$ cat src/rtl/baud_pkg.sv
// Shared constants for the UART baud-rate generator: rate table, divisor helpers and
// rate-switch state encoding.
package baud_pkg;

  localparam int NUM_RATES_DEF = 4;
  localparam longint RATES [4] = '{64'd9600, 64'd19200, 64'd57600, 64'd115200};

  localparam int SEL_9600   = 0;
  localparam int SEL_19200  = 1;
  localparam int SEL_57600  = 2;
  localparam int SEL_115200 = 3;

  typedef enum logic {
    RS_IDLE,
    RS_PENDING
  } rs_state_e;

  function automatic longint calc_div(input longint clk, input longint rate, input longint os);
    return clk / (rate * os);
  endfunction

  // Residue in sixteenths, rounded to nearest; clamped so it always fits 4 bits.
  function automatic longint calc_frac(input longint clk, input longint rate, input longint os);
    longint d;
    longint rem;
    longint f;
    d   = rate * os;
    rem = clk - (clk / d) * d;
    f   = (32 * rem + d) / (2 * d);
    if (f > 15) f = 15;
    return f;
  endfunction

endpackage

$ cat src/rtl/baud_divider.sv
// Loadable down-counter emitting the registered oversample tick. With BAUD_FRAC_DIV_EN a
// 4-bit accumulator stretches one rx period by a cycle on each carry.
module baud_divider #(
  parameter int               DIV_W    = 16,
  parameter logic [DIV_W-1:0] INIT_CNT = '0
) (
  input  logic             src_clk,
  input  logic             rst,
  input  logic             en,
`ifdef BAUD_FRAC_DIV_EN
  input  logic             clr,
  input  logic [3:0]       frac_val,
`endif
  input  logic [DIV_W-1:0] div_val,
  output logic             wrap,
  output logic             rx_tick
);

  logic [DIV_W-1:0] cnt_reg;
  logic [DIV_W-1:0] reload;

  assign wrap = en && (cnt_reg == '0);

`ifdef BAUD_FRAC_DIV_EN
  logic [3:0] acc_reg;
  logic [4:0] acc_sum;

  assign acc_sum = {1'b0, acc_reg} + {1'b0, frac_val};
  assign reload  = (acc_sum[4] && !clr) ? div_val : div_val - 1'b1;

  always_ff @(posedge src_clk or posedge rst) begin
    if (rst) begin
      acc_reg <= '0;
    end else if (!en || clr) begin
      acc_reg <= '0;
    end else if (wrap) begin
      acc_reg <= acc_sum[3:0];
    end
  end
`else
  assign reload = div_val - 1'b1;
`endif

  always_ff @(posedge src_clk or posedge rst) begin
    if (rst) begin
      cnt_reg <= INIT_CNT;
      rx_tick <= 1'b0;
    end else begin
      rx_tick <= wrap;
      if (!en) begin
        cnt_reg <= div_val - 1'b1;
      end else if (wrap) begin
        cnt_reg <= reload;
      end else begin
        cnt_reg <= cnt_reg - 1'b1;
      end
    end
  end

endmodule

$ cat src/rtl/baud_gen.sv
// UART baud generator: shared divider, oversample counter, Uart_clk and glitch-free rate
// switching at bit boundaries. Define BAUD_FRAC_DIV_EN for the fractional divider.
module baud_gen
  import baud_pkg::*;
#(
  parameter int CLK_FREQ   = 50_000_000,
  parameter int OVERSAMPLE = 16,
  parameter int NUM_RATES  = NUM_RATES_DEF,
  parameter int SEL_W      = 2,
  parameter int DIV_W      = 16
) (
  input  logic             src_clk,
  input  logic             rst,
  input  logic             en,
  input  logic [SEL_W-1:0] Prescaler_sel,
  output logic             rx_tick,
  output logic             tx_tick,
  output logic             Uart_clk,
  output logic             busy,
  output logic             sel_err
);

  localparam int              OS_W      = $clog2(OVERSAMPLE);
  localparam int              NUM_SLOTS = 2 ** SEL_W;
  localparam logic [OS_W-1:0] OS_LAST   = OS_W'(OVERSAMPLE - 1);
  localparam logic [OS_W-1:0] OS_HALF   = OS_W'(OVERSAMPLE / 2);
  localparam longint          INIT_DIV  = calc_div(CLK_FREQ, RATES[0], OVERSAMPLE);

  if (OVERSAMPLE < 2 || (OVERSAMPLE % 2) != 0) begin : g_bad_os
    $error("baud_gen: OVERSAMPLE must be even and >= 2");
  end
  if (NUM_RATES < 1 || NUM_RATES > NUM_RATES_DEF || NUM_SLOTS < NUM_RATES) begin : g_bad_sel
    $error("baud_gen: NUM_RATES out of range for rate table or SEL_W");
  end

  // Unused select codes alias rate 0 so the table index never runs off the end.
  logic [DIV_W-1:0] div_tab [NUM_SLOTS];
`ifdef BAUD_FRAC_DIV_EN
  logic [3:0] frac_tab [NUM_SLOTS];
`endif

  for (genvar gi = 0; gi < NUM_SLOTS; gi++) begin : g_rate
    localparam int     RI    = (gi < NUM_RATES) ? gi : 0;
    localparam longint DIV_L = calc_div(CLK_FREQ, RATES[RI], OVERSAMPLE);
    if (DIV_L < 1 || DIV_L >= (longint'(1) << DIV_W)) begin : g_bad_div
      $error("baud_gen: divisor out of range for DIV_W");
    end
    assign div_tab[gi] = DIV_W'(DIV_L);
`ifdef BAUD_FRAC_DIV_EN
    assign frac_tab[gi] = 4'(calc_frac(CLK_FREQ, RATES[RI], OVERSAMPLE));
`endif
  end

  rs_state_e        state_reg;
  logic [SEL_W-1:0] active_reg, pending_reg, active_next, pending_next;
  logic [OS_W-1:0]  os_cnt_reg, os_cnt_next;
  logic             rx_wrap, bit_end, sel_valid;
  logic             tx_tick_reg, uart_clk_reg, sel_err_reg;

  assign sel_valid = 32'(Prescaler_sel) < 32'(NUM_RATES);

  always_comb begin
    bit_end      = rx_wrap && (os_cnt_reg == OS_LAST);
    active_next  = (!en || bit_end) ? pending_reg : active_reg;
    pending_next = (sel_valid && (Prescaler_sel != pending_reg)) ? Prescaler_sel : pending_reg;
    os_cnt_next  = os_cnt_reg;
    if (!en) begin
      os_cnt_next = '0;
    end else if (rx_wrap) begin
      os_cnt_next = bit_end ? '0 : os_cnt_reg + 1'b1;
    end
  end

`ifdef BAUD_FRAC_DIV_EN
  logic rate_switch;
  assign rate_switch = bit_end && (pending_reg != active_reg);
`endif

  // The divider reloads from the rate that will be active after this edge.
  baud_divider #(
    .DIV_W    (DIV_W),
    .INIT_CNT (DIV_W'(INIT_DIV - 1))
  ) u_div (
    .src_clk  (src_clk),
    .rst      (rst),
    .en       (en),
`ifdef BAUD_FRAC_DIV_EN
    .clr      (rate_switch),
    .frac_val (frac_tab[active_next]),
`endif
    .div_val  (div_tab[active_next]),
    .wrap     (rx_wrap),
    .rx_tick  (rx_tick)
  );

  always_ff @(posedge src_clk or posedge rst) begin
    if (rst) begin
      state_reg    <= RS_IDLE;
      active_reg   <= '0;
      pending_reg  <= '0;
      os_cnt_reg   <= '0;
      tx_tick_reg  <= 1'b0;
      uart_clk_reg <= 1'b0;
      sel_err_reg  <= 1'b0;
    end else begin
      active_reg   <= active_next;
      pending_reg  <= pending_next;
      os_cnt_reg   <= os_cnt_next;
      tx_tick_reg  <= bit_end;
      uart_clk_reg <= en && (os_cnt_next < OS_HALF);
      sel_err_reg  <= !sel_valid;
      state_reg    <= (pending_next != active_next) ? RS_PENDING : RS_IDLE;
    end
  end

  assign tx_tick  = tx_tick_reg;
  assign Uart_clk = uart_clk_reg;
  assign sel_err  = sel_err_reg;
  assign busy     = (state_reg == RS_PENDING);

endmodule

$ cat config.mk
export PLATFORM = sky130hd
export DESIGN_NAME = baud_gen
export DESIGN_NICKNAME = d
export VERILOG_FILES = /design/src/rtl/baud_pkg.sv /design/src/rtl/baud_divider.sv /design/src/rtl/baud_gen.sv
export SDC_FILE = /design/constraint.sdc
export NUM_CORES = 1
export LEC_CHECK = 0
export ABC_AREA = 1
export BUFFER_PORTS_ARGS = -buffer_cell sky130_fd_sc_hd__buf_2
export CAP_MARGIN = 20
export CELL_PAD_IN_SITES_DETAIL_PLACEMENT = 0
export CELL_PAD_IN_SITES_GLOBAL_PLACEMENT = 1
export CORE_MARGIN = 10
export CORE_UTILIZATION = 49
export CTS_CLUSTER_DIAMETER = 200
export CTS_CLUSTER_SIZE = 14
export DETAILED_ROUTE_END_ITERATION = 16
export PLACE_DENSITY = 0.92
export SLEW_MARGIN = 20
export SYNTH_ARGS = -nofsm -noshare
export SYNTH_HDL_FRONTEND = slang
export SYNTH_SLANG_ARGS = --single-unit
$ cat constraint.sdc
create_clock -name src_clk -period 4.9 [get_ports src_clk]
set_clock_uncertainty 0.1 [all_clocks]
set_input_delay 0.245 -clock src_clk [delete_from_list [all_inputs] [get_ports src_clk]]
set_output_delay 0.245 -clock src_clk [all_outputs]
set_load 0.02 [all_outputs]
==> impl_results.md <==
* Vias per inst at 4.74
* ANT nets after route at 0
* First-pass GRT wire length at 4.98 mm
* Crit path DAT at 2.25 ns
* Kind of start point of the critical path: flip-flop
* Crit path cell chain: ha_1 > nand2_1 > nor2_1 > inv_1 > o21bai_4 > inv_2 > nand2_2 > nand2_2 > ha_1 > nand2_1 > o21ai_0
* Detailed-route via count at 1094
* Fmax at 468 MHz
* PD cells at 323 nW/um2
* RSZ-0062 raised after global routing: false
* Final critical-path required period at 2.14 ns
* Worst reg2reg path depth at 11
* Initial Util at 50.8%
* Die W at 76.3 um
* Pre-antenna DRT Iters at 4
* Setup TNS at 0 ns
* Worst setup margin at 2.76 ns
* Die area at 5820 um2
* FP Rows at 20
* Final Max Slew Viols at 0
* Clk sink count at 28
* Pleak at 0.824 nW
* Dpl hpwl at 2.12 mm
* Final setup vio count at 0
* Worst slack at placement at 2.79 ns
* GRT Total Usage at 10.1%
* Area Growth Syn to Fin at 8.23%
* CP max FO at 6
* Root buffer cell: clkbuf_4
* Post-synthesis sequential area ratio at 45.4%
* Syn Inst Count at 177
* Post-CTS Setup Inserts at 0
* Final hold vios at 0
* Setup crit end kind: flip-flop
* Max Used Layer: met4
* Clock Latency Late Sink at 0.33 ns
* DR iter-0 viols at 55
* Commonest non-fill, non-tap cell in the layout: nand2_1
* # H-tree levels at 1
* CTS resizes at 0
* Largest net degree at the start of global routing at 29
* Most frequent cells in the layout: 32 x nand2_1, 25 x dfrtp_1, 20 x inv_1, 20 x nor2_1, 12 x nand3_1
* Largest register FFs at 16
* Synth Register Bits at 28
* Die Ht at 76.3 um
* Share of post-route cells with drive strength above 1 at 21.4%
* Final WL at 2.82 mm
* Top Ports at 10
* Syn. warnings at 0
* CTS Buf Count at 3
* Synthesized area at 1550 um2
* Antenna violations before repair at 0
* Slowest stage cell on the critical path: dfrtp_1
* MaxCap Viol Count at 0
* Worst-case clock buffer depth at 2
* Final Util at 55.0%
* Status: completed
* DRC at 0
* Clock transition at path regs at 0.16 ns
* Final Cycle Share at 43.6%
* Total grt overflow at 0
* Nets at 200
* Met2 wire len at 1.37 mm
* Synth unique cells at 31
* Worst Hold Path Cells at 3
* Core ar. at 3050 um2
* Worst EP required at 5.02 ns
* Met3 routed WL at 92 um
* I/O Buffers at 8
* Routability cong. at 0.821
* Worst hold path class: input pin to flip-flop
* CP peak stage delay at 0.42 ns
* Wl on met1 at 1.34 mm
* Filler instances at 304
* Max_slew headroom at 59.7%
* Avg Cell Area, Syn at 8.77 um2
* Critical path type: flip-flop to flip-flop
* VDD IR max at 299 uV
* CTS tree: done
* Syn Nets at 189
* Vias in the first global route at 1152
* # diodes at 0
* Drt wl/cell at 12.2 um
* Worst slew pin tran at 0.604 ns
==> cells by family after synthesis <==
group	count (synthesis)	share of synthesized area [%]
buf+inv	28	7.74
simple gates	85	27.5
compound gates	18	7.82
fa+ha+maj	7	5.64
xor+xnor	10	5.64
flops	28	45.4
other cells	1	0.242
==> cell usage after synthesis <==
library cell	count	area share [%]
nand3_2	1	0.65
o21bai_4	1	1.2
nand4_1	1	0.40
ha_1	7	5.6
clkbuf_1	2	0.48
nand2_4	1	0.73
nor2_1	20	4.8
nand4_2	1	0.81
buf_6	1	0.73
nand3_1	12	3.9
inv_1	21	5.1
o21a_1	1	0.48
inv_2	2	0.48
nor2_4	5	3.6
nand2_2	6	2.4
nand2_1	32	7.7
dfstp_2	3	5.1
buf_4	2	0.97
a21oi_1	6	1.9
o31ai_1	1	0.48
a22o_1	1	0.56
nor2_2	5	2.0
a32o_1	1	0.65
xnor2_1	6	3.4
or2_2	1	0.40
o21ai_2	1	0.56
xor2_1	4	2.3
dfrtp_1	25	40
conb_1	1	0.24
o21ai_1	2	0.65
o21ai_0	4	1.3
==> report_power, final <==
group	total, mW	internal, mW	leakage, nW	switching, mW
logic	0.144	0.0555	0.447	0.0885
registers	0.283	0.260	0.355	0.0238
clock network	0.116	0.0455	0.0210	0.0700
==> critical path: cells and delay by family, from the launching register on <==
family / cells / cell delay, ns
AOI/OAI and AO/OA: 2 / 0.32
adders and majority gates: 2 / 0.47
buffers and inverters: 2 / 0.19
DFF: 1 / 0.42
and+or+nand+nor: 5 / 0.52
==> path summary, 6_finish.rpt <==
kind | startpoint | end | slack, ns
max in group asynchronous | rst | u_div.cnt_reg[3]$_DFF_PP0_ | 3.88
min reg2reg | u_div.cnt_reg[0]$_DFF_PP0_ | u_div.cnt_reg[0]$_DFF_PP0_ | 0.39
min in group asynchronous | rst | os_cnt_reg[3]$_DFF_PP0_ | 0.42
min | en | Uart_clk$_DFF_PP0_ | 0.08
max | os_cnt_reg[0]$_DFFE_PP0P_ | u_div.cnt_reg[0]$_DFF_PP0_ | 2.76
max reg2reg | os_cnt_reg[0]$_DFFE_PP0P_ | u_div.cnt_reg[0]$_DFF_PP0_ | 2.76
==> final cells by class <==
class	instances	area, um2	share of cell area (%)
Timing Repair Buffer	11	70.1	4.17
Multi-Input combinational cell	121	727	43.3
Inverter	23	86.3	5.14
Tap cell	44	55.1	3.28
Sequential cell	28	704	42.0
Clock buffer	4	36.3	2.16
==> per-layer routing <==
| metal | vias up | track usage, % |
|---|---|---|
| li1 | 566 | - |
| met1 | 516 | 11.6 |
| met2 | 10 | 17.9 |
| met3 | 2 | 3.30 |
| met4 | 0 | 1.86 |
| met5 | - | 0 |
==> through the flow <==
stage / std cells / cell area, um2 / hold slack (ns) / power (mW)
after floorplan: 177 / 1550 / 0.208 / 0.403
after global placement: 224 / 1610 / 0.282 / 0.425
after detailed placement: 224 / 1610 / 0.287 / 0.430
after CTS: 230 / 1670 / 0.0732 / 0.547
after global routing: 231 / 1680 / 0.0755 / 0.581
final: 231 / 1680 / 0.0761 / 0.543
==> what timing repair did <==
action | in CTS | in global routing
endpoints found under the setup margin | 0 | 0
hold buffers | 2 | 1
hold endpoints to repair | 2 | 25
No activity file was read; power rests on OpenSTA's default activity.
